--- config.mk ---
export PLATFORM = sky130hd
export DESIGN_NAME = dual_port_ram_ctrl_flat
export DESIGN_NICKNAME = d
export VERILOG_FILES = /design/src/rtl/dual_port_ram_ctrl_pkg.sv /design/src/rtl/dual_port_ram_ctrl_if.sv /design/src/rtl/dual_port_ram_ctrl_bank.sv /design/src/rtl/dual_port_ram_ctrl.sv /design/src/flat_wrapper.sv
export SDC_FILE = /design/constraint.sdc
export NUM_CORES = 1
export LEC_CHECK = 0
export ABC_AREA = 1
export BUFFER_PORTS_ARGS = -buffer_cell sky130_fd_sc_hd__buf_2
export CAP_MARGIN = 20
export CORE_MARGIN = 8
export CORE_UTILIZATION = 35
export DETAILED_ROUTE_END_ITERATION = 6
export GPL_ROUTABILITY_DRIVEN = 0
export PLACE_DENSITY = 0.6
export SLEW_MARGIN = 0
export SYNTH_ARGS = -nofsm -noshare
export SYNTH_HDL_FRONTEND = slang
export SYNTH_SLANG_ARGS = --single-unit
--- constraint.sdc ---
create_clock -name clk -period 3.05 [get_ports clk]
set_clock_uncertainty 0.1 [all_clocks]
set_input_delay 0.61 -clock clk [delete_from_list [all_inputs] [get_ports clk]]
set_output_delay 0.61 -clock clk [all_outputs]
set_load 0.01 [all_outputs]
--- src/rtl/dual_port_ram_ctrl_pkg.sv ---
// Shared types and helpers for the dual-port RAM controller.
// Build option: DUAL_PORT_RAM_PARITY_EN adds per-lane parity storage and checking.
package dual_port_ram_pkg;

   typedef enum logic {
      CLEAR = 1'b0,
      READY = 1'b1
   } state_t;

   // Widest word / lane count the merge helper handles; callers size-cast in and out.
   localparam int MAX_DW  = 64;
   localparam int MAX_NBE = 8;

   function automatic int nbe_of(input int data_w, input int byte_w);
      return data_w / byte_w;
   endfunction

   // Expand a byte-enable vector into a bit mask covering the enabled lanes.
   function automatic logic [MAX_DW-1:0] lane_mask(input logic [MAX_NBE-1:0] be,
                                                   input int              byte_w);
      logic [MAX_DW-1:0]  mask;
      logic [MAX_DW-1:0]  one_lane;
      logic [MAX_NBE-1:0] be_sh;
      mask     = '0;
      one_lane = (MAX_DW'(1) << byte_w) - MAX_DW'(1);
      be_sh    = be;
      for (int l = 0; l < MAX_NBE; l++) begin
         if (be_sh[0]) mask = mask | (one_lane << (l * byte_w));
         be_sh = be_sh >> 1;
      end
      return mask;
   endfunction

   // Enabled lanes take new_w, the rest keep old_w.
   function automatic logic [MAX_DW-1:0] byte_merge(input logic [MAX_DW-1:0]  old_w,
                                                    input logic [MAX_DW-1:0]  new_w,
                                                    input logic [MAX_NBE-1:0] be,
                                                    input int                 byte_w);
      logic [MAX_DW-1:0] mask;
      mask = lane_mask(be, byte_w);
      return (old_w & ~mask) | (new_w & mask);
   endfunction

endpackage

--- src/rtl/dual_port_ram_ctrl_if.sv ---
// Bus bundle between the CPU/DMA masters and the dual-port RAM controller.
// Build option: DUAL_PORT_RAM_PARITY_EN adds par_inj and a_perr/b_perr.
interface dual_port_ram_ctrl_if #(
   parameter int ADDR_WIDTH = 4,
   parameter int DATA_WIDTH = 16,
   parameter int BYTE_WIDTH = 8
);
   localparam int NBE = DATA_WIDTH / BYTE_WIDTH;

   logic                  ready;
   logic                  a_req;
   logic                  a_we;
   logic [ADDR_WIDTH-1:0] a_addr;
   logic [NBE-1:0]        a_be;
   logic [DATA_WIDTH-1:0] a_wdata;
   logic [DATA_WIDTH-1:0] a_rdata;
   logic                  a_rvalid;
   logic                  b_req;
   logic                  b_we;
   logic [ADDR_WIDTH-1:0] b_addr;
   logic [NBE-1:0]        b_be;
   logic [DATA_WIDTH-1:0] b_wdata;
   logic [DATA_WIDTH-1:0] b_rdata;
   logic                  b_rvalid;
`ifdef DUAL_PORT_RAM_PARITY_EN
   logic                  par_inj;
   logic [NBE-1:0]        a_perr;
   logic [NBE-1:0]        b_perr;

   modport master (
      input  ready, a_rdata, a_rvalid, b_rdata, b_rvalid, a_perr, b_perr,
      output a_req, a_we, a_addr, a_be, a_wdata,
             b_req, b_we, b_addr, b_be, b_wdata, par_inj
   );
   modport slave (
      output ready, a_rdata, a_rvalid, b_rdata, b_rvalid, a_perr, b_perr,
      input  a_req, a_we, a_addr, a_be, a_wdata,
             b_req, b_we, b_addr, b_be, b_wdata, par_inj
   );
`else
   modport master (
      input  ready, a_rdata, a_rvalid, b_rdata, b_rvalid,
      output a_req, a_we, a_addr, a_be, a_wdata,
             b_req, b_we, b_addr, b_be, b_wdata
   );
   modport slave (
      output ready, a_rdata, a_rvalid, b_rdata, b_rvalid,
      input  a_req, a_we, a_addr, a_be, a_wdata,
             b_req, b_we, b_addr, b_be, b_wdata
   );
`endif
endinterface

--- src/rtl/dual_port_ram_ctrl_bank.sv ---
// Storage array for the dual-port RAM: two write ports with per-lane enables
// (port A owns shared lanes on a same-address double write) and write-first
// read muxes so a reader sees the other port's same-cycle write.
// Build option: DUAL_PORT_RAM_PARITY_EN stores one even-parity bit per lane.
module dpram_bank
   import dual_port_ram_pkg::*;
#(
   parameter  int ADDR_WIDTH = 4,
   parameter  int DATA_WIDTH = 16,
   parameter  int DEPTH      = 16,
   parameter  int BYTE_WIDTH = 8,
   localparam int NBE        = nbe_of(DATA_WIDTH, BYTE_WIDTH)
) (
   input  logic                  clk,
`ifdef DUAL_PORT_RAM_PARITY_EN
   input  logic                  par_inj_i,
   output logic [NBE-1:0]        a_rpar_o,
   output logic [NBE-1:0]        b_rpar_o,
`endif
   input  logic                  clr_en_i,
   input  logic [ADDR_WIDTH-1:0] clr_addr_i,
   input  logic                  a_wr_i,
   input  logic [ADDR_WIDTH-1:0] a_addr_i,
   input  logic [NBE-1:0]        a_be_i,
   input  logic [DATA_WIDTH-1:0] a_wdata_i,
   input  logic                  b_wr_i,
   input  logic [ADDR_WIDTH-1:0] b_addr_i,
   input  logic [NBE-1:0]        b_be_i,
   input  logic [DATA_WIDTH-1:0] b_wdata_i,
   output logic [DATA_WIDTH-1:0] a_rword_o,
   output logic [DATA_WIDTH-1:0] b_rword_o
);
   localparam int IDX_W = (DEPTH > 1) ? $clog2(DEPTH) : 1;

   logic [DATA_WIDTH-1:0] mem [DEPTH];
   logic [IDX_W-1:0]      a_idx, b_idx, clr_idx;
   logic                  a_in, b_in;
   logic                  same_wr, b_hits_a, a_hits_b;
   logic [DATA_WIDTH-1:0] a_wword, b_wword;

   function automatic logic [DATA_WIDTH-1:0] merge_w(input logic [DATA_WIDTH-1:0] old_w,
                                                     input logic [DATA_WIDTH-1:0] new_w,
                                                     input logic [NBE-1:0]        be);
      return DATA_WIDTH'(byte_merge(MAX_DW'(old_w), MAX_DW'(new_w), MAX_NBE'(be), BYTE_WIDTH));
   endfunction

   // Index only the bits that address real words; range checks guard the rest.
   assign a_idx   = a_addr_i[IDX_W-1:0];
   assign b_idx   = b_addr_i[IDX_W-1:0];
   assign clr_idx = clr_addr_i[IDX_W-1:0];
   assign a_in    = (int'(a_addr_i) < DEPTH);
   assign b_in    = (int'(b_addr_i) < DEPTH);

   assign same_wr  = a_wr_i & b_wr_i & a_in & b_in & (a_addr_i == b_addr_i);
   assign b_hits_a = b_wr_i & b_in & (b_addr_i == a_addr_i);
   assign a_hits_b = a_wr_i & a_in & (a_addr_i == b_addr_i);

   // B's lanes go in first, then A's lanes overlay them when both hit one word.
   assign b_wword = merge_w(mem[b_idx], b_wdata_i, b_be_i);
   assign a_wword = merge_w(same_wr ? b_wword : mem[a_idx], a_wdata_i, a_be_i);

   // Write-first read: a reader gets the word as it will be after this edge.
   assign a_rword_o = a_in ? (b_hits_a ? b_wword : mem[a_idx]) : '0;
   assign b_rword_o = b_in ? (a_hits_b ? a_wword : mem[b_idx]) : '0;

   // Data array update: clear sweep has priority, A's merged word covers collisions.
   always_ff @(posedge clk) begin
      if (clr_en_i) begin
         mem[clr_idx] <= '0;
      end else begin
         if (b_wr_i && b_in && !same_wr) mem[b_idx] <= b_wword;
         if (a_wr_i && a_in)             mem[a_idx] <= a_wword;
      end
   end

`ifdef DUAL_PORT_RAM_PARITY_EN
   logic [NBE-1:0] par_mem [DEPTH];
   logic [NBE-1:0] a_lpar, b_lpar, a_wpar, b_wpar;

   // Even parity per lane; par_inj flips it to model a corrupted store.
   for (genvar l = 0; l < NBE; l++) begin : g_lpar
      assign a_lpar[l] = (^a_wdata_i[l*BYTE_WIDTH +: BYTE_WIDTH]) ^ par_inj_i;
      assign b_lpar[l] = (^b_wdata_i[l*BYTE_WIDTH +: BYTE_WIDTH]) ^ par_inj_i;
   end

   assign b_wpar   = (par_mem[b_idx] & ~b_be_i) | (b_lpar & b_be_i);
   assign a_wpar   = ((same_wr ? b_wpar : par_mem[a_idx]) & ~a_be_i) | (a_lpar & a_be_i);
   assign a_rpar_o = a_in ? (b_hits_a ? b_wpar : par_mem[a_idx]) : '0;
   assign b_rpar_o = b_in ? (a_hits_b ? a_wpar : par_mem[b_idx]) : '0;

   // Parity array follows the data array write for write.
   always_ff @(posedge clk) begin
      if (clr_en_i) begin
         par_mem[clr_idx] <= '0;
      end else begin
         if (b_wr_i && b_in && !same_wr) par_mem[b_idx] <= b_wpar;
         if (a_wr_i && a_in)             par_mem[a_idx] <= a_wpar;
      end
   end
`endif

endmodule

--- src/rtl/dual_port_ram_ctrl.sv ---
// True dual-port RAM controller: clears the array after reset, then accepts
// independent read/write requests on ports A and B with 1-cycle registered reads.
// Build option: DUAL_PORT_RAM_PARITY_EN enables per-lane parity and a_perr/b_perr.
module dual_port_ram_ctrl
   import dual_port_ram_pkg::*;
#(
   parameter int ADDR_WIDTH = 4,
   parameter int DATA_WIDTH = 16,
   parameter int DEPTH      = 16,
   parameter int BYTE_WIDTH = 8
) (
   input logic                 clk,
   input logic                 rst,
   dual_port_ram_ctrl_if.slave bus
);
   localparam int                    NBE       = nbe_of(DATA_WIDTH, BYTE_WIDTH);
   localparam logic [ADDR_WIDTH-1:0] LAST_ADDR = ADDR_WIDTH'(DEPTH - 1);

   state_t                state_q;
   logic [ADDR_WIDTH-1:0] clr_addr_q;
   logic                  ready_q;
   logic                  clr_en;
   logic                  a_rd, a_wr, b_rd, b_wr;
   logic [DATA_WIDTH-1:0] a_rword, b_rword;
   logic [DATA_WIDTH-1:0] a_rdata_d, a_rdata_q, b_rdata_d, b_rdata_q;
   logic                  a_rvalid_q, b_rvalid_q;
`ifdef DUAL_PORT_RAM_PARITY_EN
   logic [NBE-1:0]        a_rpar, b_rpar;
   logic [NBE-1:0]        a_perr_d, b_perr_d, a_perr_q, b_perr_q;
`endif

   // Requests only count once the clear sweep has finished.
   assign clr_en = (state_q == CLEAR);
   assign a_rd   = ready_q & bus.a_req & ~bus.a_we;
   assign a_wr   = ready_q & bus.a_req &  bus.a_we;
   assign b_rd   = ready_q & bus.b_req & ~bus.b_we;
   assign b_wr   = ready_q & bus.b_req &  bus.b_we;

   // Clear FSM: zero one word per cycle, then raise ready and stay until reset.
   always_ff @(posedge clk or posedge rst) begin
      if (rst) begin
         state_q    <= CLEAR;
         clr_addr_q <= '0;
         ready_q    <= 1'b0;
      end else begin
         case (state_q)
            CLEAR: begin
               if (clr_addr_q == LAST_ADDR) begin
                  state_q <= READY;
                  ready_q <= 1'b1;
               end else begin
                  clr_addr_q <= clr_addr_q + ADDR_WIDTH'(1);
               end
            end
            READY: begin
               ready_q <= 1'b1;
            end
            default: begin
               state_q <= CLEAR;
               ready_q <= 1'b0;
            end
         endcase
      end
   end

   dpram_bank #(
      .ADDR_WIDTH (ADDR_WIDTH),
      .DATA_WIDTH (DATA_WIDTH),
      .DEPTH      (DEPTH),
      .BYTE_WIDTH (BYTE_WIDTH)
   ) u_bank (
      .clk        (clk),
`ifdef DUAL_PORT_RAM_PARITY_EN
      .par_inj_i  (bus.par_inj),
      .a_rpar_o   (a_rpar),
      .b_rpar_o   (b_rpar),
`endif
      .clr_en_i   (clr_en),
      .clr_addr_i (clr_addr_q),
      .a_wr_i     (a_wr),
      .a_addr_i   (bus.a_addr),
      .a_be_i     (bus.a_be),
      .a_wdata_i  (bus.a_wdata),
      .b_wr_i     (b_wr),
      .b_addr_i   (bus.b_addr),
      .b_be_i     (bus.b_be),
      .b_wdata_i  (bus.b_wdata),
      .a_rword_o  (a_rword),
      .b_rword_o  (b_rword)
   );

   // Read data holds its last value between reads.
   always_comb begin
      a_rdata_d = a_rd ? a_rword : a_rdata_q;
      b_rdata_d = b_rd ? b_rword : b_rdata_q;
   end

   // Read return registers; reset drops any read still in flight.
   always_ff @(posedge clk or posedge rst) begin
      if (rst) begin
         a_rdata_q  <= '0;
         b_rdata_q  <= '0;
         a_rvalid_q <= 1'b0;
         b_rvalid_q <= 1'b0;
      end else begin
         a_rdata_q  <= a_rdata_d;
         b_rdata_q  <= b_rdata_d;
         a_rvalid_q <= a_rd;
         b_rvalid_q <= b_rd;
      end
   end

   assign bus.ready    = ready_q;
   assign bus.a_rdata  = a_rdata_q;
   assign bus.a_rvalid = a_rvalid_q;
   assign bus.b_rdata  = b_rdata_q;
   assign bus.b_rvalid = b_rvalid_q;

`ifdef DUAL_PORT_RAM_PARITY_EN
   // A lane is in error when its stored parity disagrees with its data.
   for (genvar l = 0; l < NBE; l++) begin : g_chk
      assign a_perr_d[l] = a_rpar[l] ^ (^a_rword[l*BYTE_WIDTH +: BYTE_WIDTH]);
      assign b_perr_d[l] = b_rpar[l] ^ (^b_rword[l*BYTE_WIDTH +: BYTE_WIDTH]);
   end

   // Parity error flags update together with read data.
   always_ff @(posedge clk or posedge rst) begin
      if (rst) begin
         a_perr_q <= '0;
         b_perr_q <= '0;
      end else begin
         if (a_rd) a_perr_q <= a_perr_d;
         if (b_rd) b_perr_q <= b_perr_d;
      end
   end

   assign bus.a_perr = a_perr_q;
   assign bus.b_perr = b_perr_q;
`endif

endmodule

--- src/flat_wrapper.sv ---
// flat-port wrapper written by rule: the top's interface ports become plain ports
module dual_port_ram_ctrl_flat import dual_port_ram_pkg::*;
#(
   parameter int ADDR_WIDTH = 4,
   parameter int DATA_WIDTH = 16,
   parameter int DEPTH      = 16,
   parameter int BYTE_WIDTH = 8
)
  (clk, rst, bus_ready, bus_a_rdata, bus_a_rvalid, bus_b_rdata, bus_b_rvalid, bus_a_req, bus_a_we, bus_a_addr, bus_a_be, bus_a_wdata, bus_b_req, bus_b_we, bus_b_addr, bus_b_be, bus_b_wdata);
  dual_port_ram_ctrl_if #(.ADDR_WIDTH(ADDR_WIDTH), .DATA_WIDTH(DATA_WIDTH), .BYTE_WIDTH(BYTE_WIDTH)) bus_i ();
  input logic clk;
  input logic rst;
  output wire logic [$bits(bus_i.ready)-1:0] bus_ready;
  output wire logic [$bits(bus_i.a_rdata)-1:0] bus_a_rdata;
  output wire logic [$bits(bus_i.a_rvalid)-1:0] bus_a_rvalid;
  output wire logic [$bits(bus_i.b_rdata)-1:0] bus_b_rdata;
  output wire logic [$bits(bus_i.b_rvalid)-1:0] bus_b_rvalid;
  input wire logic [$bits(bus_i.a_req)-1:0] bus_a_req;
  input wire logic [$bits(bus_i.a_we)-1:0] bus_a_we;
  input wire logic [$bits(bus_i.a_addr)-1:0] bus_a_addr;
  input wire logic [$bits(bus_i.a_be)-1:0] bus_a_be;
  input wire logic [$bits(bus_i.a_wdata)-1:0] bus_a_wdata;
  input wire logic [$bits(bus_i.b_req)-1:0] bus_b_req;
  input wire logic [$bits(bus_i.b_we)-1:0] bus_b_we;
  input wire logic [$bits(bus_i.b_addr)-1:0] bus_b_addr;
  input wire logic [$bits(bus_i.b_be)-1:0] bus_b_be;
  input wire logic [$bits(bus_i.b_wdata)-1:0] bus_b_wdata;
  assign bus_ready = bus_i.ready;
  assign bus_a_rdata = bus_i.a_rdata;
  assign bus_a_rvalid = bus_i.a_rvalid;
  assign bus_b_rdata = bus_i.b_rdata;
  assign bus_b_rvalid = bus_i.b_rvalid;
  assign bus_i.a_req = bus_a_req;
  assign bus_i.a_we = bus_a_we;
  assign bus_i.a_addr = bus_a_addr;
  assign bus_i.a_be = bus_a_be;
  assign bus_i.a_wdata = bus_a_wdata;
  assign bus_i.b_req = bus_b_req;
  assign bus_i.b_we = bus_b_we;
  assign bus_i.b_addr = bus_b_addr;
  assign bus_i.b_be = bus_b_be;
  assign bus_i.b_wdata = bus_b_wdata;
  dual_port_ram_ctrl #(.ADDR_WIDTH(ADDR_WIDTH), .DATA_WIDTH(DATA_WIDTH), .DEPTH(DEPTH), .BYTE_WIDTH(BYTE_WIDTH)) u_core (.clk(clk), .rst(rst), .bus(bus_i));
endmodule
# ---- Yosys cells after proc, flatten, opt, wreduce, memory -nomap -nowiden
# Memory sizes are Yosys's and may differ from the RTL's.
# Index checks and enable logic that the tools add are counted.
dict set report totals {
  regBits 40
  ramBits 256
  inputBits 50
  out_inout_bits 35
  wordCells 60
  memories 1
}
dict set report classes {
  add_sub_neg 1
  eq_ne 4
  muxes 21
  n_bitwise 22
  reduce_logical 4
}
# memory depth word_bits read_ports rd_clocked_by_memory_dff write_ports line_no
set memory_table {}
lappend memory_table {u_core.u_bank.mem 16 16 2 0 2 dual_port_ram_ctrl_bank.sv:35} ;# logic [DATA_WIDTH-1:0] mem [DEPTH];
# operator count
set ops {}
lappend ops {{16-bit 2-to-1 mux} 6}
lappend ops {{16-bit bitwise AND} 4}
lappend ops {{16-bit inverter} 2}
lappend ops {{16-bit bitwise OR} 2}
lappend ops {{8-bit 2-to-1 mux} 2}
lappend ops {{16-bit OR reduction} 1}
lappend ops {{1-bit 2-to-1 mux} 11}
lappend ops {{1-bit bitwise AND} 10}
lappend ops {{4-bit equality test} 2}
lappend ops {{4-bit by 1-bit adder with 4-bit output (second input constant)} 1}
lappend ops {{4-bit equality test (second input constant)} 1}
lappend ops {{4-bit 2-to-1 mux} 1}
lappend ops {{1-bit inverter} 4}
lappend ops {{2-bit != test (second input constant)} 1}
lappend ops {{1-bit one-hot mux with 2 select lines} 1}
lappend ops {{2-bit AND reduction} 1}
lappend ops {{1-bit logical AND} 1}
lappend ops {{1-bit zero test} 1}

# ---- Longest topological paths before layout
# Gate-level depths: netlist (run 1).
dict set report logic_depth {
  word_depth 11
  depth_mapped 16
  ltp_nobuf 13
}

# ---- Modules after synthesis
# From an unflattened synthesis (run 1), not the netlist that was laid out.
dict set report unflattened {
  cells_unflattened 3041
  area_unflattened_um2 20324.5
}
# mod instances cells_each area_per_inst_um2 seq_area_each_um2
set by_module_without_submodules {}
lappend by_module_without_submodules {dpram_bank 1 2868 18749.2 7687.4}
lappend by_module_without_submodules {dual_port_ram_ctrl 1 173 1575.3 1001.0}

# ---- Worst setup path after synthesis (run 1)
# No wires, ideal clock.
dict set report synth_timing {
  path_kind {in2reg}
  startpoint {input bus_b_addr[3]}
  endpoint {memory u_core.u_bank.mem[1][0], enable pin}
  setup_time_ps 411
  arrival_ps 3037
  required_time_ps 2539
  slack_ps -498
  cell_stages 11
  path_buffers 2
  cell_sequence {buf_2 > xor2_1 > nor2_4 > nand3b_4 > nand3_1 > buf_2 > nand2_1 > nand2_1 > nor2_1 > nand2_1 > o21ai_0}
}
# item line_no
set synth_lines {}
lappend synth_lines {{from (decl)} flat_wrapper.sv:25} ;# input wire logic [$bits(bus_i.b_addr)-1:0] bus_b_addr;
lappend synth_lines {{to (decl)} dual_port_ram_ctrl_bank.sv:35}

==> impl_metrics.json, run 1 <==
{
  "status": "finished clean",
  "postSynthCellCount": 3049,
  "cts-buffers-inserted": 37,
  "routedWlPerCell_um": 19.0,
  "holdBufCountCts": 0,
  "fmax_mhz": 388,
  "timing.rr.start": "u_core.bus.ready$_DFFE_PP0N_",
  "reg2reg_depth": 9,
  "power.share.switching_pct": 29.1,
  "fp.dieW_um": 257,
  "crit_path_cell_trace": "nand3_1 > inv_1 > nand3_1 > nand2_1 > nand2_1 > inv_1 > nand3_1 > o21ai_2 > buf_4",
  "pwr-share-clk_pct": 39.6,
  "fin_crit_ps": 2570,
  "relSlewSlack_pct": 59.1,
  "drc": 0,
  "post-route-period-util_pct": 84.4,
  "core_region_area_um2": 57600,
  "cp_common_cell": "nand3_1",
  "start_util_pct": 35.4,
  "postCtsResizedCells": 0,
  "grt_pass1_vias": 18500,
  "ctsHtreeMaxLevel": 2,
  "p_total_mw": 10.5,
  "vias": 19700,
  "post_cts_buffers": 0,
  "dieArea_um2": 66200,
  "hold_viol_final": 0,
  "antenna_found_initial": 0,
  "drtIter0Drc": 2381,
  "ys_seq_area_share_pct": 42.6,
  "grt_start_max_net_pins": 70,
  "cts_tree": "done",
  "path_clk_slew_ps": 50,
  "port_buffers": 84,
  "hold_path_class": "input pin to asynchronous set/reset pin",
  "drv_slew": 0,
  "path_class": "flip-flop to flip-flop",
  "grt_pass1_wl_um": 113000,
  "clockRootBuffer": "clkbuf_16",
  "drive_gt1_share_pct": 13.5,
  "end_kind": "flip-flop",
  "cp_max_fo": 8,
  "r2r_end": "u_core.u_bank.mem[4][6]$_DFFE_PP_",
  "grt_overflow": 0,
  "rows": 88,
  "ys_warn_count": 0,
  "p_int_mw": 7.47,
  "comb_power_share_pct": 16.9,
  "reg2reg_slack_ps": 480,
  "pwr-share-seq_pct": 43.5,
  "via_per_inst": 5.04,
  "p_leak_nw": 11.8,
  "place_hpwl_um": 50600,
  "worstPathArrival_ps": 2720,
  "worst_setup_path_start_kind": "flip-flop",
  "ys_types": 33,
  "nets": 3175,
  "synth_top_area_share_pct": 37.7,
  "diodes": 0,
  "vdd_drop_max_v": 0.000320,
  "drv_cap": 0,
  "netlist_top_cells_area": "edfxtp_1, nand2_1, nand3_1",
  "synthesis.nets": 3100,
  "tightestPinTransition_ps": 613,
  "synth_area_per_cell_um2": 6.68,
  "powerDensity_nw_per_um2": 450,
  "syn2layout_area_growth_pct": 14.9,
  "firstDrtPassIters": 6,
  "yosysTopAreaCell": "edfxtp_1",
  "setup_viol": 0,
  "cp_slowest_stage_delay_ps": 410,
  "route.final.wire_length_um": 74300,
  "rsz0062_at_grt": "false",
  "ioPinCount": 85,
  "grt_usage_pct": 21.9,
  "power_switching_mw": 3.07,
  "syn_area_um2": 20400,
  "fp.dieH_um": 257,
  "place_area_um2": 22300,
  "cts_buffer_depth": 3,
  "ant_nets": 0,
  "worstSkewPairLatency_ps": 560,
  "cts.sinks": 296,
  "worstPathRequired_ps": 3200,
  "cpMaxStageDelayCell": "dfrtp_1",
  "ys_seq_elements": 296,
  "design_area_um2": 23400
}
-- layout make-up --
type,instances,area [um2]
sequential,296,8690
multi-input combinational,2299,9690
clock inverter,12,57.6
clock buffer,51,1050
timing repair buffer,222,1950
inverter,268,1010
tap,765,957
fill,5879,34200
-- registers in the layout, indices dropped and copies added (netlist names) --
name	flops
u_core.clr_addr_q	4
u_core.state_q	1
u_core.bus.ready	1
u_core.bus.a_rvalid	1
u_core.bus.b_rdata	16
u_core.bus.b_rvalid	1
u_core.u_bank.mem	256
u_core.bus.a_rdata	16
-- stage by stage --
stage / hold slack [ps] / instances / TNS, ps / util [%] / setup WS [ps]
6_report: 73.3 / 3913 / 0 / 40.7 / 476
5_1_grt: 119 / 3913 / 0 / 40.7 / 381
4_1_cts: 67.4 / 3913 / 0 / 40.7 / 551
3_5_place_dp: 362 / 3850 / 0 / 38.7 / 163
3_3_place_gp: 361 / 3850 / 0 / 38.7 / 126
2_1_floorplan: 396 / 3049 / -2330 / - / -72.8
-- layer usage --
layer | vias up | track usage (%) | share of wire, %
met5 | - | 0 | 0
met4 | 0 | 7.32 | 2.9
met3 | 149 | 4.54 | 10
met2 | 1004 | 34.0 | 44
met1 | 8988 | 30.2 | 43
li1 | 9582 | - | -
-- power by group through the flow --
stage / clock network [mW] / logic, mW / registers (mW)
CTS: 4.23 / 1.76 / 4.58
global placement: 0 / 1.74 / 4.66
global route: 4.36 / 1.95 / 4.59
detailed placement: 0 / 1.75 / 4.66
finish: 4.17 / 1.78 / 4.58
floorplan: 0 / 1.05 / 4.69
-- cells in the mapped netlist (all sizes together) --
library cell / instances
clkinv: 4
nand3: 236
nor3: 1
o21ai: 118
nor2: 63
dfrtp: 40
buf: 133
a21oi: 32
nand4: 5
ha: 1
clkbuf: 53
nand3b: 1
nand2: 1819
inv: 264
edfxtp: 256
a21boi: 16
xor2: 7
-- cells by family (layout without fill, tap and decap cells) --
logic type / count (synthesis) / after routing / synth area share, %
flip-flops: 296 / 296 / 42.6
AND/OR/NAND/NOR: 2125 / 2125 / 42.6
XOR/XNOR: 7 / 7 / 0.338
buffers and inverters: 454 / 553 / 9.92
adder cells (fa/ha/maj): 1 / 1 / 0.0614
AO/OA/AOI/OAI: 166 / 166 / 4.46
-- placed cells by master (no fill, tap or decap), drive strengths merged --
| cell | count |
|---|---|
| nor2 | 63 |
| nand4 | 5 |
| ha | 1 |
| o21ai | 118 |
| clkbuf | 51 |
| nor3 | 1 |
| xor2 | 7 |
| inv | 264 |
| nand2 | 1819 |
| dfrtp | 40 |
| edfxtp | 256 |
| a21boi | 16 |
| buf | 222 |
| clkinv | 16 |
| nand3b | 1 |
| a21oi | 32 |
| nand3 | 236 |
-- worst max path at each step --
stage / start / to / slack (ps) / cells after the start
floorplan: bus_b_addr[3] / u_core.u_bank.mem[1][0]$_DFFE_PP_ / -70 / 11
global placement: bus_a_addr[3] / u_core.u_bank.mem[1][13]$_DFFE_PP_ / 130 / 11
detailed placement: bus_a_addr[3] / u_core.u_bank.mem[12][15]$_DFFE_PP_ / 160 / 12
CTS: u_core.bus.ready$_DFFE_PP0N_ / u_core.u_bank.mem[12][3]$_DFFE_PP_ / 550 / 10
global route: u_core.bus.ready$_DFFE_PP0N_ / u_core.u_bank.mem[14][6]$_DFFE_PP_ / 380 / 10
finish: u_core.bus.ready$_DFFE_PP0N_ / u_core.u_bank.mem[4][6]$_DFFE_PP_ / 480 / 9
-- worst max-delay path, delay by kind of cell (launching register included) --
family                 cells  cell delay, ps
AND/OR/NAND/NOR            5             900
AO/OA/AOI/OAI              1             200
buffers and inverters      3             640
flip-flops                 1             410
Power figures use the tool's default switching activity.
==> inputs of run 2 (changes only) <==
Settings changed: PLACE_DENSITY 0.6 to 0.58.
Clock period 3.05 ns to 2.5 ns, I/O delays scaled along.
==> impl_metrics.json, run 2 (synthesis gave the netlist of run 1 again) <==
{
  "status": "finished clean",
  "start_util_pct": 35.4,
  "hold_path_class": "input pin to flip-flop",
  "path_clk_slew_ps": 60,
  "fp.dieH_um": 257,
  "route.final.wire_length_um": 86600,
  "hold_viol_final": 0,
  "cts_tree": "done",
  "cp_slowest_stage_delay_ps": 390,
  "drv_cap": 0,
  "setup_slack_ps": 99.4,
  "cts_buffer_depth": 3,
  "place_hpwl_um": 62300,
  "firstDrtPassIters": 5,
  "post-place-ws_ps": -455,
  "crit_path_cell_trace": "buf_4 > inv_4 > buf_4 > buf_12 > nand2_1 > nand3_1 > nand3_1 > nand3_1 > nand2_1 > a21boi_0 > nor2_2 > buf_12 > nand2_1 > nand2_1",
  "worst_setup_path_start_kind": "input pin",
  "setup_viol": 0,
  "largest-register": "u_core.u_bank.mem",
  "fmax_mhz": 417,
  "routedWlPerCell_um": 21.3,
  "ctsHtreeMaxLevel": 2,
  "largest_reg_flops": 256,
  "grt_start_max_net_pins": 48,
  "cpMaxStageDelayCell": "a21boi_0",
  "final_cell_mix": "nand2_1, edfxtp_1, inv_1",
  "clockRootBuffer": "clkbuf_16",
  "holdWs_ps": 23.4,
  "post-route-period-util_pct": 96.0,
  "tightestPinTransition_ps": 989,
  "antenna_found_initial": 0,
  "vdd_drop_max_v": 0.000448,
  "rows": 88,
  "drtIter0Drc": 2486,
  "cp_common_cell": "nand2_1",
  "drive_gt1_share_pct": 18.1,
  "syn2layout_area_growth_pct": 23.8,
  "cts-buffers-inserted": 36,
  "rsz0062_at_grt": "false",
  "crit_buf_inv": 5,
  "path_delay_family": "buffers and inverters",
  "fp.dieW_um": 257,
  "p_total_mw": 13.3,
  "cp_max_fo": 16,
  "relSlewSlack_pct": 34.0,
  "worstSkewPairLatency_ps": 570,
  "dieArea_um2": 66200,
  "worstPathRequired_ps": 2710,
  "ant_nets": 0,
  "nets": 3322,
  "diodes": 0,
  "ioPinCount": 85,
  "vias": 20800,
  "powerDensity_nw_per_um2": 529,
  "post_cts_buffers": 0,
  "cts.sinks": 296,
  "end_kind": "flip-flop",
  "grt_usage_pct": 25.5,
  "p_leak_nw": 12.7,
  "drv_slew": 0,
  "path_class": "input pin to flip-flop",
  "grt_overflow": 0,
  "worstPathArrival_ps": 2620,
  "final_common_cell": "nand2_1",
  "drc": 0,
  "via_per_inst": 5.12,
  "port_buffers": 84,
  "finalSetupTns_ps": 0,
  "fill_cells": 5889,
  "grt_pass1_wl_um": 127000,
  "fin_crit_ps": 2400,
  "core_region_area_um2": 57600,
  "grt_pass1_vias": 19500
}
==> run 2: cell type report <==
class | count | area, um2 | area share (%)
inverters | 268 | 1010 | 4.01
flip-flops and latches | 296 | 8690 | 34.5
multi-input cells | 2299 | 9860 | 39.1
well taps | 765 | 957 | 3.80
repair buffers | 370 | 3590 | 14.2
clock inverters | 14 | 77.6 | 0.308
clock buffers | 49 | 1030 | 4.09
==> run 2: final timing paths <==
kind / cells after the start / slack, ps / start / end
min in group asynchronous: 4 / 510 / rst / u_core.bus.b_rdata[6]$_DFFE_PP0P_
min reg2reg: 2 / 370 / u_core.bus.b_rdata[10]$_DFFE_PP0P_ / u_core.bus.b_rdata[10]$_DFFE_PP0P_
max reg2reg: 9 / 130 / u_core.bus.ready$_DFFE_PP0N_ / u_core.u_bank.mem[8][10]$_DFFE_PP_
min: 2 / 20 / bus_a_we / u_core.bus.a_rvalid$_DFF_PP0_
max: 14 / 100 / bus_b_addr[0] / u_core.u_bank.mem[9][4]$_DFFE_PP_
max in group asynchronous: 4 / 1430 / rst / u_core.clr_addr_q[3]$_DFFE_PP0P_
==> run 2: repair_timing <==
action / CTS / global route
hold buffers: 1 / 0
hold endpoints to repair: 40 / 0
gates resized for setup: 0 / 2
setup endpoints to repair: 0 / 11
==> run 2: layer usage <==
metal | vias up | track usage, % | part of all wire (%)
li1 | 9867 | - | -
met1 | 9617 | 32.9 | 40
met2 | 1122 | 40.0 | 44
met3 | 193 | 4.36 | 9.5
met4 | 0 | 14.9 | 6.2
met5 | - | 0 | 0
==> run 2: power breakdown <==
part	leakage [nW]	switching (mW)	total [mW]	internal [mW]
Combinational	9.24	1.71	2.63	0.913
Sequential	2.88	0.0732	5.59	5.52
Clock	0.546	2.23	5.13	2.89
Total	12.7	4.02	13.3	9.32
==> run 2: through the flow <==
stage / cell area, um2 / cells / utilization (%)
floorplan: 20600 / 3049 / -
global placement: 24100 / 3997 / 41.8
detailed placement: 24100 / 3997 / 41.8
CTS: 25200 / 4061 / 43.8
global route: 25200 / 4061 / 43.8
finish: 25200 / 4061 / 43.8
